$ cat config.mk
export PLATFORM = sky130hd
export DESIGN_NAME = alu_sequencer
export DESIGN_NICKNAME = d
export VERILOG_FILES = /design/src/rtl/alu_sequencer.sv
export SDC_FILE = /design/constraint.sdc
export NUM_CORES = 1
export LEC_CHECK = 0
export ABC_AREA = 1
export CAP_MARGIN = 5
export CORE_MARGIN = 10
export CORE_UTILIZATION = 49
export DETAILED_ROUTE_END_ITERATION = 10
export GPL_ROUTABILITY_DRIVEN = 1
export HOLD_SLACK_MARGIN = 0.03
export PLACE_DENSITY = 0.76
export SLEW_MARGIN = 30
export SYNTH_ARGS = -nofsm -noshare
export SYNTH_HDL_FRONTEND = slang
export SYNTH_SLANG_ARGS = --single-unit
$ cat constraint.sdc
create_clock -name clock -period 2.65 [get_ports clock]
set_clock_uncertainty 0.15 [all_clocks]
set_input_delay 0.53 -clock clock [delete_from_list [all_inputs] [get_ports clock]]
set_output_delay 0.53 -clock clock [all_outputs]
set_load 0.02 [all_outputs]
$ cat src/rtl/alu_sequencer.sv
// Fetch/execute sequencer for the 8-bit ALU_J datapath: fetches instruction words,
// drives the ALU, writes results back and evaluates the program-flow opcodes.
module alu_sequencer #(
  parameter int unsigned DataWidth     = 8,
  parameter int unsigned NumOpCodeBits = 5,
  parameter int unsigned ParamBits     = 8,
  parameter int unsigned NumStatusBits = 3,
  parameter int unsigned InstrWidth    = 17
) (
  input  logic                     clock,
  input  logic                     reset_n,
  input  logic                     run,
  output logic                     imem_req,
  output logic [ParamBits-1:0]     imem_addr,
  input  logic                     imem_ack,
  input  logic [InstrWidth-1:0]    imem_rdata,
  output logic [NumOpCodeBits-1:0] alu_opcode,
  output logic [DataWidth-1:0]     alu_operand1,
  output logic [DataWidth-1:0]     alu_operand2,
  output logic [ParamBits-1:0]     alu_param,
  input  logic [DataWidth-1:0]     alu_result,
  input  logic [NumStatusBits-1:0] alu_status,
  output logic [ParamBits-1:0]     pc,
  output logic [NumStatusBits-1:0] flags,
  output logic                     busy,
  output logic                     illegal,
  input  logic [1:0]               dbg_sel,
  output logic [DataWidth-1:0]     dbg_data
);

  localparam int unsigned NumRegs    = 4;
  localparam int unsigned RegSelBits = 2;
  localparam int unsigned ZeroBit    = 2;

  localparam logic [NumOpCodeBits-1:0] OpAdd  = NumOpCodeBits'(5'h01);
  localparam logic [NumOpCodeBits-1:0] OpShr  = NumOpCodeBits'(5'h08);
  localparam logic [NumOpCodeBits-1:0] OpVal  = NumOpCodeBits'(5'h09);
  localparam logic [NumOpCodeBits-1:0] OpGoto = NumOpCodeBits'(5'h10);
  localparam logic [NumOpCodeBits-1:0] OpIfz  = NumOpCodeBits'(5'h11);
  localparam logic [NumOpCodeBits-1:0] OpIfnz = NumOpCodeBits'(5'h12);
  localparam logic [NumOpCodeBits-1:0] OpIfeq = NumOpCodeBits'(5'h13);
  localparam logic [NumOpCodeBits-1:0] OpIfst = NumOpCodeBits'(5'h14);
  localparam logic [NumOpCodeBits-1:0] OpIfgt = NumOpCodeBits'(5'h15);

  typedef struct packed {
    logic [NumOpCodeBits-1:0] opcode;
    logic [RegSelBits-1:0]    rd;
    logic [RegSelBits-1:0]    rs;
    logic [ParamBits-1:0]     param;
  } instr_t;

  typedef enum logic [1:0] {StIdle, StFetch, StExec} state_t;

  state_t                   state, state_d;
  instr_t                   ir, ir_d;
  instr_t                   fetched;
  logic [ParamBits-1:0]     pc_d, pc_inc;
  logic [NumStatusBits-1:0] flags_d;
  logic [DataWidth-1:0]     regs   [NumRegs];
  logic [DataWidth-1:0]     regs_d [NumRegs];
  logic                     req_d, busy_d, illegal_d;
  logic [NumOpCodeBits-1:0] opcode_d;
  logic [DataWidth-1:0]     op1_d, op2_d;
  logic [ParamBits-1:0]     param_d;

  function automatic logic is_alu_op(input logic [NumOpCodeBits-1:0] op);
    return (op >= OpAdd) && (op <= OpShr);
  endfunction

  function automatic logic is_reserved(input logic [NumOpCodeBits-1:0] op);
    return ((op > OpVal) && (op < OpGoto)) || (op > OpIfgt);
  endfunction

  assign fetched   = instr_t'(imem_rdata);
  assign pc_inc    = pc + ParamBits'(1);
  assign imem_addr = pc;
  assign dbg_data  = regs[dbg_sel];

  // State register plus all datapath/output registers
  always_ff @(posedge clock or negedge reset_n) begin
    if (!reset_n) begin
      state        <= StIdle;
      ir           <= '0;
      pc           <= '0;
      flags        <= '0;
      imem_req     <= 1'b0;
      busy         <= 1'b0;
      illegal      <= 1'b0;
      alu_opcode   <= '0;
      alu_operand1 <= '0;
      alu_operand2 <= '0;
      alu_param    <= '0;
      for (int i = 0; i < NumRegs; i++) regs[i] <= '0;
    end else begin
      state        <= state_d;
      ir           <= ir_d;
      pc           <= pc_d;
      flags        <= flags_d;
      imem_req     <= req_d;
      busy         <= busy_d;
      illegal      <= illegal_d;
      alu_opcode   <= opcode_d;
      alu_operand1 <= op1_d;
      alu_operand2 <= op2_d;
      alu_param    <= param_d;
      for (int i = 0; i < NumRegs; i++) regs[i] <= regs_d[i];
    end
  end

  // Next-state and next-output logic; ALU drive is loaded on the ack so it is valid throughout EXEC
  always_comb begin
    state_d   = state;
    ir_d      = ir;
    pc_d      = pc;
    flags_d   = flags;
    regs_d    = regs;
    req_d     = 1'b0;
    illegal_d = 1'b0;
    opcode_d  = '0;
    op1_d     = '0;
    op2_d     = '0;
    param_d   = '0;

    case (state)
      StIdle: begin
        if (run) begin
          state_d = StFetch;
          req_d   = 1'b1;
        end
      end

      StFetch: begin
        req_d = 1'b1;
        if (imem_ack) begin
          req_d     = 1'b0;
          ir_d      = fetched;
          state_d   = StExec;
          opcode_d  = is_alu_op(fetched.opcode) ? fetched.opcode : '0;
          op1_d     = regs[fetched.rd];
          op2_d     = regs[fetched.rs];
          param_d   = fetched.param;
          illegal_d = is_reserved(fetched.opcode);
        end
      end

      StExec: begin
        pc_d = pc_inc;
        if (is_alu_op(ir.opcode)) begin
          regs_d[ir.rd] = alu_result;
          flags_d       = alu_status;
        end else begin
          // Branch conditions see the registers and flags as they were entering EXEC
          case (ir.opcode)
            OpVal:   regs_d[ir.rd] = DataWidth'(ir.param);
            OpGoto:  pc_d = ir.param;
            OpIfz:   if (flags[ZeroBit])               pc_d = ir.param;
            OpIfnz:  if (!flags[ZeroBit])              pc_d = ir.param;
            OpIfeq:  if (regs[ir.rd] == regs[ir.rs])   pc_d = ir.param;
            OpIfst:  if (regs[ir.rd] <  regs[ir.rs])   pc_d = ir.param;
            OpIfgt:  if (regs[ir.rd] >  regs[ir.rs])   pc_d = ir.param;
            default: ;
          endcase
        end
        state_d = run ? StFetch : StIdle;
        req_d   = run;
      end

      default: state_d = StIdle;
    endcase

    busy_d = (state_d != StIdle);
  end

endmodule
==> reports/qor.txt <==
======================================================================================
P per Cell Area                                                           1160 mW/mm^2
Detailed-route wire length                                                     17.7 mm
CTS Hold Bufs                                                                        0
#FFs+latches synth                                                                  94
Area after detailed placement                                             0.00679 mm^2
Placed instance count                                                              988
Clock buffer count from CTS                                                          9
Total internal power                                                           4.74 mW
Number of standard cells in the layout, taps in and fillers out                  1,021
Mapped Area                                                               0.00556 mm^2
Net count after synthesis                                                          794
IR drop worst, VDD                                                            0.707 mV
Depth of the critical timing path with buffers and inverters included               17
Area of the die                                                            0.0160 mm^2
Unrepaired setup endpoints after global routing                                    yes
Number of unique standard cell types used by synthesis                              42
Via/cell ratio                                                                    5.71
Crit path setup slack, layout                                                -0.124 ns
Initial DRC count                                                                  547
Worst hold-check path type                                                    in2async
Main flop type after synthesis                                            sky130_fd_sc_hd__dfrtp_1
Ant diodes                                                                           0
Comb pwr share                                                                   0.567
Failing checks                                                            setup timing
Bufs and invs on worst path                                                          5
Fraction of power spent switching nets                                           0.465
Area of the core                                                           0.0110 mm^2
Sequential fraction of design power                                              0.278
Nature of the critical path endpoint                                              flop
Level count of the clock H-tree                                                      3
Number of global-route vias before repair                                        5,616
Layout Nets                                                                        919
Top cells by count, synth                                                 sky130_fd_sc_hd__nand2_1 (143), sky130_fd_sc_hd__a21oi_1 (102), sky130_fd_sc_hd__o21ai_0 (97), sky130_fd_sc_hd__dfrtp_1 (94), sky130_fd_sc_hd__inv_1 (82)
Post-Syn Area per Cell                                                       7.40 um^2
Clock Power Share                                                                0.155
Final-layout worst hold slack                                                0.0423 ns
Detailed placer's ending HPWL                                                  12.8 mm
Io pins                                                                             93
Reported max-cap violation count                                                     0
DRC violation count after routing                                                    0
Insertion delay to the later sink of the worst-skew pair                       0.35 ns
Fraction of post-synthesis cell area in the top cell type by area                0.423
Pin count of the biggest net entering global routing                                51
Aggregate negative setup slack                                               -0.540 ns
Fraction of synthesis flops using an asynchronous set or reset pin                1.00
Max transition margin                                                            0.564
Status                                                                    finished, violations left
Slowest cell on the critical path                                         sky130_fd_sc_hd__dfrtp_2
Worst Path Class, Setup                                                        reg2reg
Cell chain of the critical path                                           inv_2, nor2_4, buf_6, a22oi_2, o221ai_2, ha_1, nand2_2, nor2_4, nand2_4, buf_4, buf_6, nand2_2, o211ai_1, a21oi_1, nand3_1, nand2_1, inv_1
Clock slew at the register clock pins of the worst setup and hold paths        0.08 ns
Total of warnings raised by yosys                                                    0
Clock tree from TritonCTS                                                          yes
Final critical-path required period                                            2.77 ns
Library cell with the largest summed area after synthesis                 sky130_fd_sc_hd__dfrtp_1
Sequential-to-total area share from yosys stat                                   0.423
Number of port buffers                                                              92
First-pass GRT wire length                                                     27.5 mm
Leading cell types by total area after synthesis                          sky130_fd_sc_hd__dfrtp_1 (42%), sky130_fd_sc_hd__nand2_1 (9.7%), sky130_fd_sc_hd__a21oi_1 (9.2%)
DIE WIDTH                                                                       127 um
Crit Path Max Fanout                                                                 6
Std-Cell Rows                                                                       38
Final number of hold-violating endpoints                                             0
Arr. time, crit path                                                           2.87 ns
Slew @ Worst Pin                                                              0.654 ns
Period utilisation layout                                                         1.05
Post-synthesis instance total                                                      751
Worst Path Required                                                            2.74 ns
Routability congestion estimate from global placement                            0.974
Number of enable flip-flop cells after synthesis                                     0
Final Max Slew Viols                                                                 0
Number of buffers on the longest clock path                                          2
Total gr overflow                                                                    0
Top delay family on crit path                                             simple AND/OR/NAND/NOR gates
Cell with the most instances after synthesis                              sky130_fd_sc_hd__nand2_1
Clock Tree Root                                                           sky130_fd_sc_hd__clkbuf_16
Achievable Freq                                                              0.360 GHz
Starting utilization of the core area                                            0.506
Leakage dissipation                                                            3.53 nW
Slowest cell delay on critical path                                            0.51 ns
Die outline height                                                              127 um
Wire length per cell after detailed routing                                    17.3 um
Setup violators final                                                                8
Final Cell Area                                                           0.00763 mm^2
Power spent charging and discharging nets                                      4.11 mW
Share of final-layout standard cells stronger than drive strength 1              0.186
Tot GR Track Use                                                                 0.205
Startpoint type of the worst setup path                                           flop
Register-to-Register Path Depth                                                     17
Drt first pass iters                                                                 5
Number of nets with antenna violations after detailed routing                        0
Layout area overhead                                                             37.2%
Overall via count from detail_route                                              5,835
Initial antenna violation count                                                      0
Clk sink count                                                                      94
======================================================================================
[power groups by stage]
stage / sequential, mW / combinational (mW) / clock (mW)
finish: 2.46 / 5.02 / 1.37
global route: 2.51 / 5.47 / 1.46
CTS: 2.40 / 4.19 / 1.38
detailed placement: 2.42 / 4.03 / 0
global placement: 2.41 / 3.96 / 0
floorplan: 2.42 / 2.43 / 0
[registers in the layout, summed over array words and instances (netlist names)]
name and cells:
alu_opcode 5, alu_operand1 8, alu_operand2 8, alu_param 8, busy 1, flags 3, illegal 1, imem_addr 8
imem_req 1, ir 17, regs 32, state 2
[through the flow]
step            util  worst slack [ns]  total power, mW
2_1_floorplan      -            0.0807             4.86
3_3_place_gp   0.618            -0.224             6.37
3_5_place_dp   0.618            -0.319             6.45
4_1_cts        0.653            -0.179             7.97
5_1_grt        0.694            -0.263             9.44
6_report       0.694            -0.124             8.85
[layout make-up]
cell class / count / area [um^2]
multi-input cells: 531 / 3010
inverters: 89 / 343
fillers: 885 / 3360
flip-flops and latches: 94 / 2360
well taps: 140 / 175
clock inverters: 7 / 86.3
clock buffers: 9 / 225
repair buffers: 151 / 1440
[timing repair]
| item | CTS | global route |
|---|---|---|
| setup buffers | 2 | 15 |
| setup endpoints to repair | 16 | 16 |
| gates resized for setup | 23 | 86 |
| pin swaps | 4 | 27 |
| hold endpoints to repair | 0 | 0 |
[cells in the final DEF, fill, tap and decap left out, drive strengths merged]
cell type / n
clkdlybuf4s50: 82
a21oi: 102
or2: 3
o21bai: 1
clkinv: 3
nand3: 38
o21a: 2
dlygate4sd2: 2
dlymetal6s2s: 5
xor2: 3
o21ai: 103
o22ai: 16
a21o: 1
conb: 1
nand2: 148
clkbuf: 10
o221ai: 7
nor2: 70
nand4: 5
bufinv: 1
a221oi: 1
a22oi: 7
nand3b: 3
ha: 9
xnor2: 1
buf: 61
clkinvlp: 2
inv: 90
nor3: 4
o211ai: 4
mux2: 2
dfrtp: 94
[path summary, 6_finish.rpt]
| path | slack [ns] | start | end |
|---|---|---|---|
| setup / recovery | -0.12 | ir[10] | imem_addr[3] |
| setup reg to reg | -0.12 | ir[10] | imem_addr[3] |
| max in group asynchronous | 1.63 | reset_n | ir[12] |
| min in group clock | 0.36 | flags[1] | flags[1] |
| hold reg to reg | 0.36 | flags[1] | flags[1] |
| hold / removal | 0.04 | reset_n | alu_operand2[7] |
[cell families after synthesis]
logic type	Yosys count	share of synthesized area
fa+ha+maj	9	0.0203
mux	2	0.00405
buf+inv	126	0.0945
xor+xnor	4	0.00630
compound gates	244	0.241
other cells	1	0.000674
flops	94	0.423
simple gates	271	0.210
[per-layer routing]
metal  vias to the layer above  track usage  share of wire
met5                         -            0              0
met4                         0       0.0583          0.017
met3                        32       0.0504          0.072
met2                       257        0.359           0.51
met1                      2781        0.241           0.40
li1                       2765            -              -
Note: power is estimated with default switching activity, not from simulation.
